`src/rtl/fround32.sv`:
```
// fround32: two-stage FP32 normalise / round-to-nearest-even / pack stage
// fed by the multiplier mantissa product, with valid/ready handshake.
module fround32 (
    input  logic        clk,
    input  logic        reset,
    input  logic        in_valid,
    output logic        in_ready,
    input  logic        in_sign,
    input  logic [9:0]  in_exp,
    input  logic [47:0] in_prod,
    input  logic        in_zero,
    input  logic        in_inf,
    input  logic        in_nan,
    output logic        out_valid,
    input  logic        out_ready,
    output logic [31:0] out_result,
    output logic [3:0]  out_flags
);
    logic        s1_valid_q, s1_sign_q, s1_g_q, s1_s_q, s1_zero_q, s1_inf_q, s1_nan_q;
    logic [9:0]  s1_e_q;
    logic [22:0] s1_mant_q;
    logic        s2_valid_q;
    logic [31:0] result_q, result_d;
    logic [3:0]  flags_q, flags_d;
    logic        s1_en, s2_en;
    logic [22:0] mant_d;
    logic        g_d, s_d;
    logic [9:0]  e_d;
    logic        up, ovf, unf, qnan, special;
    logic [23:0] mant_sum;
    logic [9:0]  e_r;

    assign s2_en      = !s2_valid_q | out_ready;
    assign s1_en      = !s1_valid_q | s2_en;
    assign in_ready   = s1_en & reset;
    assign out_valid  = s2_valid_q;
    assign out_result = result_q;
    assign out_flags  = flags_q;

    always_comb begin
        mant_d = in_prod[47] ? in_prod[46:24] : in_prod[45:23];
        g_d    = in_prod[47] ? in_prod[23] : in_prod[22];
        s_d    = in_prod[47] ? |in_prod[22:0] : |in_prod[21:0];
        e_d    = in_exp + {9'd0, in_prod[47]};
    end

    // mant_sum[23] is the carry out of an all-ones mantissa, which bumps the exponent
    always_comb begin
        up       = s1_g_q & (s1_s_q | s1_mant_q[0]);
        mant_sum = {1'b0, s1_mant_q} + {23'd0, up};
        e_r      = s1_e_q + {9'd0, mant_sum[23]};
        ovf      = $signed(e_r) >= 10'sd255;
        unf      = $signed(e_r) <= 10'sd0;
        qnan     = s1_nan_q | (s1_inf_q & s1_zero_q);
        special  = qnan | s1_inf_q | s1_zero_q;
        result_d = qnan      ? 32'h7FC00000 :
                   s1_inf_q  ? {s1_sign_q, 8'hFF, 23'd0} :
                   s1_zero_q ? {s1_sign_q, 31'd0} :
                   ovf       ? {s1_sign_q, 8'hFF, 23'd0} :
                   unf       ? {s1_sign_q, 31'd0} :
                               {s1_sign_q, e_r[7:0], mant_sum[22:0]};
        flags_d  = {result_d[31], result_d[30:0] == 31'd0,
                    !special & (s1_g_q | s1_s_q | ovf | unf), !special & ovf};
    end

    always_ff @(posedge clk) begin
        if (!reset) begin
            s1_valid_q <= 1'b0;
            s2_valid_q <= 1'b0;
            result_q   <= 32'd0;
            flags_q    <= 4'd0;
        end else begin
            if (s1_en) begin
                s1_valid_q <= in_valid;
                s1_sign_q  <= in_sign;
                s1_e_q     <= e_d;
                s1_mant_q  <= mant_d;
                s1_g_q     <= g_d;
                s1_s_q     <= s_d;
                s1_zero_q  <= in_zero;
                s1_inf_q   <= in_inf;
                s1_nan_q   <= in_nan;
            end
            if (s2_en) begin
                s2_valid_q <= s1_valid_q;
                if (s1_valid_q) begin
                    result_q <= result_d;
                    flags_q  <= flags_d;
                end
            end
        end
    end
endmodule

```
`config.mk`:
```
export PLATFORM = sky130hd
export DESIGN_NAME = fround32
export DESIGN_NICKNAME = d
export VERILOG_FILES = /design/src/rtl/fround32.sv
export SDC_FILE = /design/constraint.sdc
export NUM_CORES = 1
export LEC_CHECK = 0
export CAP_MARGIN = 5
export CORE_ASPECT_RATIO = 1.1
export CORE_UTILIZATION = 45
export CTS_BUF_LIST = sky130_fd_sc_hd__clkbuf_2
export CTS_CLUSTER_DIAMETER = 120
export DETAILED_ROUTE_END_ITERATION = 16
export PLACE_DENSITY = 0.78
export SLEW_MARGIN = 5
export SYNTH_ARGS = -nofsm -noshare
export SYNTH_HDL_FRONTEND = slang
export SYNTH_SLANG_ARGS = --single-unit
```
`constraint.sdc`:
```
create_clock -name clk -period 4.6 [get_ports clk]
set_clock_uncertainty 0.05 [all_clocks]
set_input_delay 1.15 -clock clk [delete_from_list [all_inputs] [get_ports clk]]
set_output_delay 1.15 -clock clk [all_outputs]
set_load 0.03 [all_outputs]
```
==> reports/results.ini <==
[placement]
dp.cells = 560
placed_area_sq_um = 5040
dpl.hpwl_mm = 6.63
place_ws_ns = 0.212
place.gp.congestion = 0.790
portBuffers = 103

[drt]
wl_met1_mm = 3.98
wl_met3_microns = 404
vias = 3066
routed_wl_mm = 8.58
route.detailed.drc = 0
drt_first_pass_iters = 4
via_per_inst = 5.32
wire_per_inst_microns = 14.9
wl_met2_mm = 4.05
drt-initial-drc-count = 166
highest_layer = met4
final_antenna_net_count = 0

[logic_synthesis]
synthFlopType = edfxtp_1
synth-seq-cells = 76
synth.avg_cell_area_sq_um = 10.9
synth_warnings = 0
netlist_instances = 363
ys_seq_area_frac = 0.484
ys_types = 53
syn_nets = 435
synth_async_sr_flop_share = 0
synth_edf_count = 39
synth_area_sq_um = 3950

[clock_network]
cts_setup_buffers = 0
cts_tree = yes
htreeDepth = 3
cts-root-buf = clkbuf_2
insertion_delay_ns = 0.52
path_clk_slew_ns = 0.19
cts-buffers-inserted = 9
clockBufferDepth = 2
postCtsHoldBufs = 0
cts_sinks = 76

[worst_setup_path]
worstPathCellList = o21a_1 -> ha_1 -> nand3_1 -> nor3_2 -> nand3_1 -> nor2_1 -> ha_1 -> ha_1 -> nand4b_1 -> o221ai_1 -> o211ai_1 -> o211ai_4 -> o21ai_1
crit_top_cell = ha_1
worstSetupPathType = flip-flop to flip-flop
worstSetupStartpointType = flip-flop
reg2reg_depth = 13
worstPathRequired_ns = 4.94
rr_endpoint = out_result[0]
crit_path_max_incr_delay_ns = 0.72
crit_slowest_cell = o211ai_4
end_kind = flip-flop
r2r_start = s1_s_q
worstPathMaxFanout = 21
arrival_ns = 4.46
r2r_setup_slack_ns = 0.48

[global_routing]
antenna_found_initial = 0
grt_pass1_wl_mm = 14.2
grt_max_degree = 40
grt_usage = 0.197
first_global_vias = 3004
gr-total-overflow = 0

[pwr]
ir_worst_vdd_mv = 0.142
leakagePower_nw = 1.80
powerDensity_nw_per_um2 = 291

[timing]
period_needed_ns = 4.12
fin_crit_sh = 0.895
final_hold_viol_count = 0
tns_ns = 0
setup_viol = 0
rsz0062_at_grt = no
slew_violations = 0
maxSlewHeadroom = 0.454
fin_ws_ns = 0.483
fmax_ghz = 0.243
tightest_slew_ns = 0.814

[final_layout]
regArea_sq_um = 1910
diodes = 0
fillCellCount = 695
multi_input_area_sq_um = 1930
syn_to_final_growth_pct = 32.6
design_area_sq_um = 5240
drive_above_1_share = 0.155
fin_cells = 576
nets = 532

[die]
die_w_microns = 91.3
die-area_sq_um = 9160
start_util = 0.467
die_y_microns = 100
core_sq_um = 8450
num_rows = 35
io_pins = 104

[worst_hold_path]
worstHoldEndpoint = out_result[1]
hold_depth = 2
holdCritStartpoint = out_result[1]
hold_path_class = flip-flop to flip-flop

[status]
status = finished, final reports clean

[run]
cap_violations = 0

logic make-up after synthesis:
family | share of synthesized area
and+or+nand+nor | 0.174
DFF | 0.484
AOI/OAI and AO/OA | 0.139
xor gates and xnor gates | 0.0798
buffers and inverters | 0.0333
muxes | 0.0710
adders and majority gates | 0.0190
what timing repair did:
item / 4_1_cts / 5_1_grt
resized for setup: 0 / 1
endpoints found under the hold margin: 0 / 0
endpoints found under the setup margin: 0 / 21
worst max-delay path by stage:
stage                    endpoint    from
floorplan                in_ready   reset
global placement    out_result[1]  s1_s_q
detailed placement  out_result[0]  s1_s_q
CTS                 out_result[0]  s1_s_q
global route        out_result[2]  s1_s_q
finish              out_result[0]  s1_s_q
synthesized netlist by cell type, types with 5 or more instances:
| master | count | area [sq um] |
|---|---|---|
| nor3_1 | 7 | 35.0 |
| o31ai_2 | 17 | 213 |
| a21oi_1 | 11 | 55.1 |
| and3_1 | 11 | 68.8 |
| nand3_1 | 47 | 235 |
| nand4_1 | 6 | 37.5 |
| edfxtp_1 | 39 | 1170 |
| nor2_1 | 17 | 63.8 |
| clkbuf_1 | 10 | 37.5 |
| nand2_1 | 17 | 63.8 |
| mux2_2 | 24 | 270 |
| o21ai_1 | 5 | 25.0 |
| a311oi_1 | 5 | 43.8 |
| o21ai_0 | 10 | 50.1 |
| dfxtp_1 | 37 | 741 |
| xnor2_1 | 19 | 166 |
| nor4_1 | 5 | 31.3 |
| xor2_1 | 17 | 149 |
| ha_1 | 6 | 75.1 |
layout by cell type, fill, tap and decap left out, drive strengths merged, types with 7 or more instances in the layout:
cell type,Yosys,layout
mux2,24,24
nand2,17,17
clkdlybuf4s50,0,102
dfxtp,37,37
o31ai,20,20
nand4,7,7
xnor2,19,19
clkbuf,10,10
edfxtp,39,39
a21oi,11,11
xor2,17,17
nand3,47,47
nor3,9,9
nor2,18,18
and3,11,11
o21ai,15,15
stage by stage:
stage	utilization	power [mW]	hold WS, ns
global placement	0.597	1.01	0.392
global route	0.620	1.58	0.450
CTS	0.619	1.53	0.424
detailed placement	0.597	1.01	0.402
floorplan	-	0.905	0.458
finish	0.620	1.52	0.419
power by group:
group | switching [mW] | leakage (nW) | internal [mW]
Sequential | 0.0318 | 0.679 | 0.751
Clock | 0.231 | 0.106 | 0.293
Combinational | 0.103 | 1.01 | 0.113
Total | 0.366 | 1.80 | 1.16
metal layers:
layer  vias up  GRT usage
met1      1394      0.265
li1       1561          -
met4         0     0.0794
met2        99      0.318
met3        12     0.0311
met5         -          0
state kept, by name, indices dropped and copies added (netlist names), 3 cells and up:
| signal | count |
|---|---|
| s1_e_q | 10 |
| s1_mant_q | 23 |
| out_result | 32 |
| out_flags | 3 |
worst max-delay path: cells and delay by family (launching register included):
kind	cells	cell delay, ns
adders and majority gates	3	0.93
AOI/OAI and AO/OA	5	1.51
and+or+nand+nor	5	1.10
DFF	1	0.40
cell type report:
cell class	count	area share
Sequential cell	76	0.365
Tap cell	111	0.0265
Clock inverter	6	0.0263
Clock buffer	10	0.00955
Timing Repair Buffer	107	0.202
Inverter	4	0.00287
Multi-Input combinational cell	262	0.368
No activity file was read; power rests on OpenSTA's default activity.
